### src/rtl/rx_pkg.sv
// Shared definitions for the RX bit-FIFO sequencer: state encoding and
// the per-modulation OFDM block sizes (coded bits per symbol).
package rx_pkg;

  typedef enum logic [1:0] {
    RX_IDLE  = 2'd0,
    RX_FILL  = 2'd1,
    RX_BURST = 2'd2,
    RX_FLUSH = 2'd3
  } rx_state_e;

  localparam int unsigned N_CBPS_BPSK  = 48;
  localparam int unsigned N_CBPS_QPSK  = 96;
  localparam int unsigned N_CBPS_16QAM = 192;
  localparam int unsigned N_CBPS_64QAM = 288;

endpackage

### src/rtl/rx_fifo_burst_ctrl.sv
// Sequencer between the demapper (FIFO writer) and the deinterleaver (FIFO
// reader). Gates writes, tracks occupancy, waits until one full block is
// buffered and then drains exactly that block as a ready-paced burst.
//
// Handshake: downstream takes a bit in every cycle where oOut_valid=1; the
// sequencer only raises oOut_valid when iDs_ready=1 in that same cycle, so
// oOut_valid is both "valid" and "transfer" (ready may drop at any time and
// simply pauses the burst without losing position).
module rx_fifo_burst_ctrl
  import rx_pkg::*;
#(
  parameter int ADDR_WIDTH = 9,
  parameter int LEN_WIDTH  = 9
) (
  input  logic                  iClk,
  input  logic                  iRst_n,
  input  logic                  iEnable,
  input  logic [LEN_WIDTH-1:0]  iBlk_len,
  input  logic                  iIn_valid,
  input  logic                  iDs_ready,
  input  logic                  iFlush,
  input  logic                  iFifo_full,
  input  logic                  iFifo_empty,
  output logic                  oFifo_wen,
  output logic                  oFifo_ren,
  output logic                  oOut_valid,
  output logic                  oBurst_first,
  output logic                  oBurst_last,
  output logic                  oOverflow,
  output logic [ADDR_WIDTH:0]   oCount,
  output rx_state_e             oDbg_state
);

  localparam int CMP_W = (ADDR_WIDTH + 1 > LEN_WIDTH) ? ADDR_WIDTH + 1 : LEN_WIDTH;
  localparam logic [LEN_WIDTH-1:0] LEN_ONE = LEN_WIDTH'(1);
  localparam logic [ADDR_WIDTH:0]  CNT_ONE = (ADDR_WIDTH + 1)'(1);

  rx_state_e              state_q, state_d;
  logic [ADDR_WIDTH:0]    count_q, count_d;
  logic [LEN_WIDTH-1:0]   len_q, len_d;
  logic [LEN_WIDTH-1:0]   idx_q, idx_d;
  logic                   ovf_q, ovf_d;

  logic                   wen_s, ren_s;
  logic                   out_valid_s, first_s, last_s;
  logic                   len_load_s;
  logic [LEN_WIDTH-1:0]   load_len_s;
  logic [CMP_W-1:0]       count_ext, len_ext;
  logic                   count_ge_len;
  logic                   at_last_idx;

  // A zero block length would never complete a burst; treat it as one bit.
  assign load_len_s   = (iBlk_len == '0) ? LEN_ONE : iBlk_len;
  assign count_ext    = CMP_W'(count_q);
  assign len_ext      = CMP_W'(len_q);
  assign count_ge_len = (count_ext >= len_ext);
  assign at_last_idx  = (idx_q == (len_q - LEN_ONE));

  // Next-state, write gating, read strobes and burst markers.
  always_comb begin
    state_d     = state_q;
    len_d       = len_q;
    idx_d       = idx_q;
    ovf_d       = ovf_q;
    wen_s       = iIn_valid & ~iFifo_full;
    ren_s       = 1'b0;
    out_valid_s = 1'b0;
    first_s     = 1'b0;
    last_s      = 1'b0;
    len_load_s  = 1'b0;

    if (state_q != RX_FLUSH && iIn_valid && iFifo_full) begin
      ovf_d = 1'b1;
    end

    case (state_q)
      RX_IDLE: begin
        if (iEnable) begin
          len_load_s = 1'b1;
          len_d      = load_len_s;
          state_d    = RX_FILL;
        end
      end
      RX_FILL: begin
        if (count_ge_len) begin
          idx_d   = '0;
          state_d = RX_BURST;
        end
      end
      RX_BURST: begin
        ren_s       = iDs_ready & ~iFifo_empty;
        out_valid_s = ren_s;
        first_s     = ren_s & (idx_q == '0);
        last_s      = ren_s & at_last_idx;
        if (ren_s) begin
          idx_d = idx_q + LEN_ONE;
          if (at_last_idx) begin
            if (iEnable) begin
              len_load_s = 1'b1;
              len_d      = load_len_s;
              state_d    = RX_FILL;
            end else begin
              state_d = RX_IDLE;
            end
          end
        end
      end
      RX_FLUSH: begin
        // Discard: read everything out, accept nothing new, show nothing downstream.
        wen_s = 1'b0;
        ren_s = ~iFifo_empty;
        if (count_q == '0 && !iFlush) begin
          ovf_d   = 1'b0;
          state_d = RX_IDLE;
        end
      end
      default: state_d = RX_IDLE;
    endcase

    if (iFlush) begin
      state_d = RX_FLUSH;
    end
  end

  // Occupancy follows the actual FIFO strobes; simultaneous read and write cancel.
  always_comb begin
    count_d = count_q;
    if (wen_s && !ren_s) begin
      count_d = count_q + CNT_ONE;
    end else if (ren_s && !wen_s) begin
      count_d = count_q - CNT_ONE;
    end
  end

  // State, occupancy, block length, bit index and sticky overflow registers.
  always_ff @(posedge iClk or negedge iRst_n) begin
    if (!iRst_n) begin
      state_q <= RX_IDLE;
      count_q <= '0;
      len_q   <= '0;
      idx_q   <= '0;
      ovf_q   <= 1'b0;
    end else begin
      state_q <= state_d;
      count_q <= count_d;
      len_q   <= len_d;
      idx_q   <= idx_d;
      ovf_q   <= ovf_d;
    end
  end

  // Write enable is the only strobe not qualified by state, so mask it in reset.
  assign oFifo_wen    = wen_s & iRst_n;
  assign oFifo_ren    = ren_s;
  assign oOut_valid   = out_valid_s;
  assign oBurst_first = first_s;
  assign oBurst_last  = last_s;
  assign oOverflow    = ovf_q;
  assign oCount       = count_q;
  assign oDbg_state   = state_q;

  // A block longer than the FIFO can never be fully buffered.
  a_len_fits: assert property (@(posedge iClk) disable iff (!iRst_n)
    len_load_s |-> (int'(iBlk_len) <= (1 << ADDR_WIDTH)));

  // The local count must agree with the FIFO's own empty flag.
  a_count_empty: assert property (@(posedge iClk) disable iff (!iRst_n)
    (count_q == '0) == iFifo_empty);

endmodule

### config.mk
export PLATFORM = sky130hd
export DESIGN_NAME = rx_fifo_burst_ctrl
export DESIGN_NICKNAME = d
export VERILOG_FILES = /design/src/rtl/rx_pkg.sv /design/src/rtl/rx_fifo_burst_ctrl.sv
export SDC_FILE = /design/constraint.sdc
export NUM_CORES = 1
export LEC_CHECK = 0
export CELL_PAD_IN_SITES_DETAIL_PLACEMENT = 0
export CELL_PAD_IN_SITES_GLOBAL_PLACEMENT = 1
export CORE_AREA = 2 2 78 80
export DETAILED_ROUTE_END_ITERATION = 8
export DIE_AREA = 0 0 80 82
export GPL_TIMING_DRIVEN = 0
export PLACE_DENSITY = 0.81
export SLEW_MARGIN = 15
export SYNTH_ARGS = -nofsm -noshare
export SYNTH_HDL_FRONTEND = slang
export SYNTH_SLANG_ARGS = --single-unit
### constraint.sdc
create_clock -name iClk -period 3.35 [get_ports iClk]
set_input_delay 0.335 -clock iClk [delete_from_list [all_inputs] [get_ports iClk]]
set_output_delay 0.335 -clock iClk [all_outputs]
set_load 0.05 [all_outputs]
* Word-level counts from Yosys, hierarchy flattened *
Cells that the tools add are included.

cells by class
  $lt $le $gt $ge = 1
  reduce and logical (&&, ||, !) cells = 18
  eq/ne operators = 13
  mux-type cells = 26
  $add $sub $neg = 4
  bitwise operators = 7

operators with widths
  kind                                                                    count
  9-bit two-way mux                                                       6
  9-bit one-hot mux with 2 select lines                                   2
  10-bit two-way mux                                                      2
  9-bit zero test                                                         2
  3-bit inequality test (second input constant)                           5
  2-bit two-way mux                                                       6
  10-bit by 1-bit adder with 10-bit output (second input constant)        1
  10-bit by 9-bit >= comparator with 1-bit output                         1
  10-bit zero test                                                        1
  10-bit by 1-bit subtractor with 10-bit output (second input constant)   1
  9-bit by 1-bit adder with 9-bit output (second input constant)          1
  9-bit equality test                                                     1
  9-bit by 1-bit subtractor with 9-bit output (second input constant)     1
  1-bit two-way mux                                                       8
  2-bit inequality test (second input constant)                           4
  2-bit one-hot mux with 4 select lines                                   1
  3-bit AND reduction                                                     2
  2-bit nonzero test                                                      3
  1-bit bitwise AND                                                       5
  1-bit logical AND                                                       5
  5-bit AND reduction                                                     1
  2-bit equality test (second input constant)                             2
  1-bit zero test                                                         3
  2-bit by 1-bit equality test with 1-bit output (second input constant)  1
  other kinds (3)                                                         4

word-level totals
  word-level logic and storage cells = 74
  output and inout port bits = 18
  register bits = 31
  input port bits = 17

* Longest topological paths before layout *
Gate-level depths: netlist of run 1.

  word-level depth = 7
  gate-level depth with buffers = 14
  mapped depth without buffers = 14

* Worst setup path after synthesis of run 1 *
Ideal clock, no wire load.

  path type = register to register
  start point = register state_q[1], in the netlist oDbg_state[1]
  end point = register count_q[9], in the netlist oCount[9]
  clock period less this slack = 3504 ps
  path buffers = 0
  setup slack = -154 ps
  arrival = 3359 ps
  data required time = 3205 ps
  cell stages (with the launch flop) = 14
  cell sequence = dfrtp_1 -> or3b_2 -> clkinv_1 -> nor2_1 -> ha_1 -> inv_1 -> ha_1 -> a211oi_1 -> o21bai_1 -> a21oi_1 -> o21ai_0 -> xnor2_1 -> o21ai_0 -> o31ai_1

between the ends
  word-level cells in the longest chain between the ends = 5
  elaborated cells between the ends (all ways) = 10
  those cells by class = eq/ne: 2; mux: 3; reduce/logical: 5

RTL lines
  element                                                                     RTL line                                              source
  start, declared                                                             rx_fifo_burst_ctrl.sv:38                              rx_state_e state_q, state_d;
  start signal, assigned                                                      rx_fifo_burst_ctrl.sv:144                             state_q <= state_d;
  2-bit equality test                                                         rx_fifo_burst_ctrl.sv:76                              case (state_q)
  1-bit one-hot mux with 2 select lines or 1-bit two-way mux (tied branches)  rx_fifo_burst_ctrl.sv:76
  1-bit zero test (on tied branches)                                          rx_fifo_burst_ctrl.sv:128, rx_fifo_burst_ctrl.sv:130
  1-bit logical AND (on tied branches)                                        rx_fifo_burst_ctrl.sv:128, rx_fifo_burst_ctrl.sv:130
  10-bit two-way mux or 2-bit nonzero test (tied branches)                    -
  end signal, assigned                                                        rx_fifo_burst_ctrl.sv:145                             count_q <= count_d;
  end, declared                                                               rx_fifo_burst_ctrl.sv:39                              logic [ADDR_WIDTH:0] count_q, count_d;

Several ways; a longest one is shown, not always the timed one.
A chain may end at the register's enable or synchronous reset.

* Final worst setup path of run 1 *
  start point = input iFifo_empty
  end point = register count_q[8], in the netlist oCount[8]

between the ends
  word-level cells in the longest chain between the ends = 6
  elaborated cells between the ends (all ways) = 8
  those cells by class = mux: 2; bitwise: 2; reduce/logical: 4

RTL lines
  element                                                   RTL line                                             source
  start, declared                                           rx_fifo_burst_ctrl.sv:23                             input logic iFifo_empty,
  1-bit NOT (*)                                             rx_fifo_burst_ctrl.sv:91, rx_fifo_burst_ctrl.sv:111
  1-bit bitwise AND                                         rx_fifo_burst_ctrl.sv:91                             ren_s = iDs_ready & ~iFifo_empty;
  1-bit one-hot mux with 2 select lines (*)                 rx_fifo_burst_ctrl.sv:76
  1-bit zero test                                           rx_fifo_burst_ctrl.sv:128                            if (wen_s && !ren_s) begin
  1-bit logical AND                                         rx_fifo_burst_ctrl.sv:128
  10-bit two-way mux or 2-bit nonzero test (tied branches)  -

Mark *: on every way between the ends. The rest lies on a longest branch, timed or not.

==> impl_metrics.yaml, run 1 <==
die:
  dieArea_mm2: 0.006560
  top_level_ports: 35
  placementRows: 28
  dieHeight_um: 82
  chipWidth_um: 80
  initial_utilization: 0.3926
  core_area_mm2: 0.005746
synthesis:
  synth_edf_count: 0
  syn_inst: 240
  seq_area_frac_synth: 0.3439
  synthTopCellsByCount: "31 x dfrtp_1, 21 x ha_1, 18 x nand2_1"
  synth_area_mm2: 0.002256
  synth_most_common_cell: "dfrtp_1"
  yosys_warnings: 0
  syn_nets: 279
  yosys_register_bits: 31
  yosysUniqueCellTypes: 44
  async_flop_share: 1.000
  synth_area_leaders: "dfrtp_1 34%, ha_1 12%, xnor2_1 6.2%, mux2_4 5.3%, xor2_1 4.3%"
  synth_area_per_cell_um2: 9.400
  yosysTopAreaCell: "dfrtp_1"
  ys.flop_type: "dfrtp_1"
  synth_top_area_frac: 0.3439
global_routing:
  grt_pass1_vias: 1795
  globalRouteOverflowTotal: 0
  antenna_found_initial: 0
  grt_max_degree: 33
  grt_pass1_wl_um: 8549
  grtUsageTotal: 0.1662
setup_path:
  critPathArrivalTime_ns: 3.26
  cp-startpoint: "iFifo_empty"
  r2r_cells: 13
  reg2reg_slack_ns: 0.41
  r2r_start: "oDbg_state[1]$_DFFE_PN0P_"
  reg2reg_to: "oCount[8]$_DFFE_PN0P_"
  crit_type: "in2reg"
  worstPathRequired_ns: 3.50
  crit_fanout: 10
  cp-end-kind: "flip-flop"
  crit_path_start_kind: "primary input"
power_and_ir_drop:
  finalPower_mw: 2.071
  powerDensity_mw_per_mm2: 735.7
  p_leak_nw: 1.243
  ir_drop_mv: 0.3977
placed_design:
  gp_congestion: 0.7384
  io_buffers: 34
  post-place-ws_ns: -0.5436
  dpl.hpwl_um: 3792
routing:
  drt.antenna.violating_nets: 0
  wire_per_inst_um: 13.88
  drc: 0
  routed_via_density: 5.231
  firstDrtPassIters: 4
  via_count: 1878
  initialDrtViolationCount: 86
  routed_wl_um: 4983
clock_tree:
  cts.sinks: 31
  clk_latency_ns: 0.28
  ctsHoldBuffers: 0
  tritoncts: "built"
  cts_inserted_buffers: 5
  clkTransAtPathRegs_ns: 0.07
  cts_max_level: 2
  clock_path_buffers: 2
  root_buffer: "clkbuf_8"
timing:
  skew_ns: 0.006837
  worst_pin_slew_ns: 0.6969
  max_freq_mhz: 320.9
  fin_crit_ns: 3.116
  setup_viol: 0
  maxSlewHeadroom: 0.5354
  fin_ws_ns: 0.2338
  slew_violations: 0
  finalHoldViolations: 0
  min_period_over_period: 0.9302
  rsz0062_at_grt: "no"
final_layout:
  syn2layout_area_growth_pct: 24.79
  fillers: 563
  drive_above_1_share: 0.1232
  final_nets: 322
  antenna_cells: 0
  post-route-util: 0.4900
job:
  max_cap_violations: 0
status:
  run_status: "complete, no violations"
hold_path:
  hp-class: "in2async"
## timing repair
action                     CTS  global route
pin swaps                    0             0
setup endpoints to repair    3             3
gates resized for setup      2             8
setup buffers                2             0
## layout make-up
class,instances,area (um2),share of cell area
timing repair buffer,36,352.8,0.1253
sequential,31,777.0,0.2760
multi-input combinational,186,1409,0.5004
clock inverter,1,5.005,0.001778
inverter,18,73.82,0.02622
tap,75,93.84,0.03333
clock buffer,7,76.32,0.02711
buffer,5,27.53,0.009778
## metal layers
metal  wire length, um  track usage  share of wire
met5                 0            0              0
met4                50      0.05424          0.010
met3               197      0.02527          0.040
met2              2226       0.2533           0.45
met1              2509       0.2417           0.50
## worst max-delay path by stage
stage | to | cells after the start
after floorplan | oCount[9]$_DFFE_PN0P_ | 13
after global placement | oCount[9]$_DFFE_PN0P_ | 15
after detailed placement | oCount[9]$_DFFE_PN0P_ | 15
after CTS | oCount[9]$_DFFE_PN0P_ | 15
after global routing | oCount[9]$_DFFE_PN0P_ | 16
final | oCount[8]$_DFFE_PN0P_ | 15
## logic make-up after synthesis
group	count (synthesis)	synth area share
fa+ha+maj	22	0.1253
xor+xnor	27	0.1048
compound gates	47	0.1303
flops	31	0.3439
buf+inv	23	0.04215
simple gates	79	0.1858
mux	11	0.06767
## cell usage in the layout, fill, tap and decap left out, types with 3 or more instances in the layout
cell / count
clkbuf_8: 5
and3_1: 3
a21o_1: 5
ha_1: 21
nand4_1: 4
nand3_1: 10
o21ai_0: 13
mux2_4: 8
nor4_1: 7
xor2_1: 11
nor2_1: 15
a21oi_1: 10
a21oi_2: 3
clkbuf_1: 5
nor3b_1: 3
nand2b_1: 4
xnor2_1: 16
dfrtp_1: 30
nor3_1: 3
inv_1: 16
clkdlybuf4s50_1: 32
nand2_1: 18
## worst max-delay path: stages
cell	delay [ns]
clkdlybuf4s50_1	0.43
nand2b_1	0.19
or3b_4	0.42
inv_4	0.12
nor2_1	0.08
ha_1	0.23
clkinvlp_4	0.11
ha_1	0.27
a21o_1	0.20
a21oi_2	0.18
o21ba_2	0.16
o21ai_0	0.10
a21oi_1	0.19
xor2_1	0.15
o21ai_0	0.08
## flip-flops by register name, indices dropped and copies added, names as in the netlist
signal / flops
oCount: 10
idx_q: 9
len_q: 9
oDbg_state: 2
oOverflow: 1
## power breakdown
| group | switching [mW] | internal, mW |
|---|---|---|
| clock | 0.138 | 0.146 |
| sequential | 0.142 | 0.466 |
| combinational | 0.674 | 0.506 |
## stage by stage
stage / hold slack [ns] / area, um2 / instances / TNS [ns]
6_report: 0.09500 / 2815 / 359 / 0
4_1_cts: 0.1285 / 2791 / 359 / 0
5_1_grt: 0.1622 / 2815 / 359 / 0
3_5_place_dp: 0.4272 / 2688 / 349 / -1.782
2_1_floorplan: 0.03941 / 2258 / 240 / 0
3_3_place_gp: 0.5333 / 2693 / 349 / -1.553
Power figures use the tool's default switching activity.
==> run 2: changes to the inputs <==
--- a/config.mk
+++ b/config.mk
@@ -7,11 +7,12 @@
 export LEC_CHECK = 0
 export CELL_PAD_IN_SITES_DETAIL_PLACEMENT = 0
 export CELL_PAD_IN_SITES_GLOBAL_PLACEMENT = 1
-export CORE_AREA = 2 2 78 80
+export CORE_AREA = 4 4 80 82
 export DETAILED_ROUTE_END_ITERATION = 8
-export DIE_AREA = 0 0 80 82
+export DIE_AREA = 0 0 84 86
 export GPL_TIMING_DRIVEN = 0
 export PLACE_DENSITY = 0.81
+export RECOVER_POWER = 100
 export SLEW_MARGIN = 15
 export SYNTH_ARGS = -nofsm -noshare
 export SYNTH_HDL_FRONTEND = slang
==> impl_metrics.yaml, run 2 (synthesized netlist as in run 1, its figures left out) <==
status:
  run_status: "finished, violations left"
  violations: "max-capacitance violations, max-slew violations"
clock_tree:
  cts_max_level: 2
  root_buffer: "clkbuf_8"
  clkTransAtPathRegs_ns: 0.07
  clk_latency_ns: 0.28
  clock_path_buffers: 2
  cts.sinks: 31
  cts_inserted_buffers: 5
  tritoncts: "built"
final_layout:
  drive_above_1_share: 0.08451
  fin_area_mm2: 0.002780
  multi_input_comb_area_mm2: 0.001363
  post-route-util: 0.4839
  antenna_cells: 0
  syn2layout_area_growth_pct: 23.24
  seq_area_um2: 777.0
  largest_reg_flops: 10
  fillers: 578
  final_nets: 322
  layout_commonest_cell: "dfrtp_1"
  final_cell_mix: "30 x dfrtp_1, 21 x ha_1, 18 x nand2_1"
job:
  max_cap_violations: 1
routing:
  drc: 0
  via_count: 1855
  routed_wl_um: 4945
  drt.antenna.violating_nets: 0
  routed_via_density: 5.167
  wire_per_inst_um: 13.77
  firstDrtPassIters: 4
  initialDrtViolationCount: 78
die:
  core_area_mm2: 0.005746
  top_level_ports: 35
  chipWidth_um: 84
  initial_utilization: 0.3926
  dieArea_mm2: 0.007224
  dieHeight_um: 86
  placementRows: 28
timing:
  tns_ns: 0
  fin_crit_ns: 3.128
  worst_pin_slew_ns: 1.702
  fin_ws_ns: 0.2216
  rsz0062_at_grt: "no"
  min_period_over_period: 0.9339
  slew_violations: 33
  skew_ns: 0.008235
  max_freq_mhz: 319.6
  finalHoldViolations: 0
  setup_viol: 0
  maxSlewHeadroom: -0.1346
setup_path:
  r2r_cells: 8
  worstPathCellList: "clkdlybuf4s50_1 > nand2b_1 > or3b_4 > inv_4 > nor2_1 > ha_1 > clkinvlp_4 > ha_1 > a21o_1 > a21oi_2 > o21ba_2 > o21ai_0 > a21oi_1 > xor2_1 > o21ai_0"
  crit_path_end: "oCount[8]$_DFFE_PN0P_"
  crit_path_start_kind: "primary input"
  worstPathRequired_ns: 3.50
  max_stage_delay_ns: 0.42
  critPathArrivalTime_ns: 3.27
  crit_type: "in2reg"
  r2r_start: "len_q[3]$_DFFE_PN0P_"
  reg2reg_slack_ns: 0.33
  crit_fanout: 10
  reg2reg_to: "len_q[2]$_DFFE_PN0P_"
  critical-path-slowest-cell: "or3b_4"
  cp-startpoint: "iFifo_empty"
  cp-end-kind: "flip-flop"
power_and_ir_drop:
  finalPower_mw: 2.047
  ir_drop_mv: 0.3888
  p_sw_frac: 0.4537
  powerDensity_mw_per_mm2: 736.4
  clockPowerShare: 0.157
  p_leak_nw: 1.220
  power_frac_seq: 0.294
  p_comb_frac: 0.549
  p_sw_mw: 0.9289
  p_int_mw: 1.118
hold_path:
  hp-class: "in2async"
global_routing:
  grtUsageTotal: 0.1471
  grt_pass1_wl_um: 8707
  grt_max_degree: 33
  globalRouteOverflowTotal: 0
  grt_pass1_vias: 1799
  antenna_found_initial: 0
placed_design:
  dpl.hpwl_um: 3841
  post-place-ws_ns: -0.4768
  io_buffers: 34
  place_area_mm2: 0.002688
  gp_congestion: 0.7505
run 2: cell count changes in the layout (fill, tap and decap cells not counted), moves of 2 or more:
cell	before	now
o21ai_0	13	15
clkbuf_8	5	7
mux2_4	8	1
o21ai_1	2	0
mux2_1	0	7
clkdlybuf4s50_1	32	16
dlygate4sd3_1	0	16
run 2: how the worst min path moves through the flow:
stage	end	depth (start not counted)	from	slack (ns)
3_3_place_gp	oOverflow$_DFF_PN0_	2	oOverflow$_DFF_PN0_	0.53
3_5_place_dp	idx_q[2]$_DFFE_PN0P_	1	iRst_n	0.43
4_1_cts	idx_q[6]$_DFFE_PN0P_	1	iRst_n	0.12
5_1_grt	oCount[9]$_DFFE_PN0P_	1	oCount[9]$_DFFE_PN0P_	0.57
6_report	idx_q[2]$_DFFE_PN0P_	1	iRst_n	0.49
2_1_floorplan	idx_q[0]$_DFFE_PN0P_	0	iRst_n	0.04
run 2: worst max-delay path: cells and delay by family:
kind	cells	cell delay (ns)
buffers and inverters	3	0.67
and+or+nand+nor	3	0.69
xor gates and xnor gates	1	0.16
adders and majority gates	2	0.52
AOI/OAI and AO/OA	6	0.90
run 2: through the flow:
step	cells	hold slack, ns
6_report	359	0.4889
5_1_grt	359	0.5695
4_1_cts	359	0.1213
3_5_place_dp	349	0.4317
3_3_place_gp	349	0.5277
2_1_floorplan	240	0.03941
run 2: layer usage:
| metal | track usage | up-vias | wire length [um] |
|---|---|---|---|
| met5 | 0 | - | 0 |
| met4 | 0.05263 | 0 | 66 |
| met3 | 0.02978 | 7 | 185 |
| met2 | 0.2285 | 29 | 2232 |
| met1 | 0.2037 | 871 | 2460 |
| li1 | - | 948 | - |
run 2: area by class of cell:
type / count / area share
Clock buffer: 8 / 0.03600
Tap cell: 75 / 0.03375
Multi-Input combinational cell: 186 / 0.4901
Sequential cell: 31 / 0.2795
Buffer: 5 / 0.007651
Inverter: 18 / 0.02655
Timing Repair Buffer: 36 / 0.1265
run 2: power groups by stage:
| stage | Clock [mW] | Sequential (mW) | Combinational (mW) |
|---|---|---|---|
| after detailed placement | 0 | 0.615 | 1.14 |
| after floorplan | 0 | 0.806 | 0.624 |
| after CTS | 0.329 | 0.609 | 1.16 |
| after global placement | 0 | 0.615 | 1.12 |
| final | 0.322 | 0.603 | 1.12 |
| after global routing | 0.345 | 0.624 | 1.25 |
run 2: timing repair:
item	4_1_cts	5_1_grt
pin swaps	0	1
hold buffers	0	0
endpoints found under the setup margin	2	3
buffers inserted	2	0
resized for setup	2	4
==> run 3: changes to the inputs <==
--- a/config.mk
+++ b/config.mk
@@ -13,6 +13,7 @@
 export GPL_TIMING_DRIVEN = 0
 export PLACE_DENSITY = 0.81
 export RECOVER_POWER = 100
+export SETUP_SLACK_MARGIN = 0.05
 export SLEW_MARGIN = 15
 export SYNTH_ARGS = -nofsm -noshare
 export SYNTH_HDL_FRONTEND = slang
==> impl_metrics.yaml, run 3 (synthesized netlist as in run 1, its figures left out) <==
status:
  run_status: "finished, violations left"
  violations: "max-capacitance violations, max-slew violations"
die:
  initial_utilization: 0.3926
  chipWidth_um: 84
  dieHeight_um: 86
  dieArea_mm2: 0.007224
  top_level_ports: 35
  core_area_mm2: 0.005746
  placementRows: 28
clock_tree:
  clock_path_buffers: 2
  tritoncts: "built"
  clk_latency_ns: 0.27
  cts.sinks: 31
  cts_max_level: 2
  ctsHoldBuffers: 0
  cts_inserted_buffers: 5
  clkTransAtPathRegs_ns: 0.06
  root_buffer: "clkbuf_8"
final_layout:
  multi_input_comb_area_mm2: 0.001401
  syn2layout_area_growth_pct: 25.40
  post-route-util: 0.4924
  antenna_cells: 0
  fin_area_mm2: 0.002829
  layout_commonest_cell: "dfrtp_1"
  drive_above_1_share: 0.1232
  largest_reg_flops: 10
  fillers: 565
  final_cell_mix: "29 x dfrtp_1, 21 x ha_1, 21 x clkdlybuf4s50_1, 18 x nand2_1"
  final_nets: 322
  seq_area_um2: 778.2
  layout.cells.non_filler: 359
routing:
  firstDrtPassIters: 4
  initialDrtViolationCount: 87
  via_count: 1843
  drt.antenna.violating_nets: 0
  drc: 0
  wire_per_inst_um: 13.94
  routed_wl_um: 5004
  routed_via_density: 5.134
placed_design:
  gp_congestion: 0.7744
  post-place-ws_ns: -0.5407
  dpl.hpwl_um: 3864
  io_buffers: 34
  numPlacedInstances: 349
  place_area_mm2: 0.002689
job:
  max_cap_violations: 1
power_and_ir_drop:
  powerDensity_mw_per_mm2: 734.0
  p_leak_nw: 1.249
  ir_drop_mv: 0.3609
  finalPower_mw: 2.077
timing:
  maxSlewHeadroom: -0.1212
  worst_pin_slew_ns: 1.682
  max_freq_mhz: 320.0
  setup_viol: 0
  rsz0062_at_grt: "yes"
  slew_violations: 33
  holdWs_ns: 0.4906
  finalHoldViolations: 0
  fin_crit_ns: 3.125
  min_period_over_period: 0.9330
  tns_ns: 0
  fin_ws_ns: 0.2246
  skew_ns: 0.003328
global_routing:
  antenna_found_initial: 0
  grt_pass1_vias: 1769
  grtUsageTotal: 0.1463
  grt_pass1_wl_um: 8700
  grt_max_degree: 33
  globalRouteOverflowTotal: 0
hold_path:
  hp-class: "in2async"
setup_path:
  worstPathRequired_ns: 3.50
  r2r_cells: 14
  crit_path_start_kind: "primary input"
  crit_fanout: 10
  cp-end-kind: "flip-flop"
  crit_type: "in2reg"
  reg2reg_to: "oCount[9]$_DFFE_PN0P_"
  r2r_start: "oDbg_state[1]$_DFFE_PN0P_"
  crit_path_end: "oCount[9]$_DFFE_PN0P_"
  critPathArrivalTime_ns: 3.27
  cp-startpoint: "iFifo_empty"
  reg2reg_slack_ns: 0.36
==> run 3: cell count changes in the layout (fill, tap and decap cells not counted), moves of 5 or more <==
cell             before  now
clkdlybuf4s50_1      16   21
dlygate4sd3_1        16   11
mux2_1                7    0
mux2_4                1    8
==> run 3: repair_timing <==
item                                    CTS  global route
gates resized for setup                   3             5
hold endpoints to repair                  0             0
pin swaps                                 0             0
buffers inserted                          2             0
endpoints found under the setup margin    4             3
==> run 3: worst max-delay path, stage by stage <==
cell and delay, ns:
clkdlybuf4s50_1 0.42, nand2b_1 0.18, or3b_4 0.42, clkinv_4 0.10, nor2_2 0.06, ha_1 0.22
clkinvlp_4 0.12, buf_4 0.16, ha_1 0.27, a21oi_1 0.19, nand2_1 0.09, a21oi_2 0.15
o21ai_0 0.15, xnor2_1 0.16, o21ai_0 0.15, o31ai_1 0.09
==> run 3: worst min-delay path by stage <==
stage | start | slack, ns | to | cells after the start
finish | iRst_n | 0.49 | idx_q[6]$_DFFE_PN0P_ | 1
global route | oOverflow$_DFF_PN0_ | 0.60 | oOverflow$_DFF_PN0_ | 2
CTS | iRst_n | 0.13 | idx_q[2]$_DFFE_PN0P_ | 1
detailed placement | iRst_n | 0.43 | idx_q[2]$_DFFE_PN0P_ | 1
global placement | oOverflow$_DFF_PN0_ | 0.53 | oOverflow$_DFF_PN0_ | 2
floorplan | iRst_n | 0.04 | idx_q[0]$_DFFE_PN0P_ | 0
==> run 3: metal layers <==
layer  wire, um  part of all wire  global-route usage
met5          0                 0                   0
met1       2548              0.51              0.2056
met4         18            0.0036             0.03509
met3        174             0.035             0.03554
met2       2263              0.45              0.2278
==> run 3: final cells by class <==
class,instances,area share
repair buffers,36,0.1243
flip-flops and latches,31,0.2751
plain buffers,5,0.009730
multi-input cells,186,0.4954
well taps,75,0.03317
inverters,18,0.02698
clock buffers,8,0.03538
==> run 3: where the power goes <==
| group | internal, mW | switching, mW |
|---|---|---|
| clock | 0.187 | 0.134 |
| combinational | 0.480 | 0.673 |
| sequential | 0.466 | 0.135 |
| total | 1.13 | 0.943 |
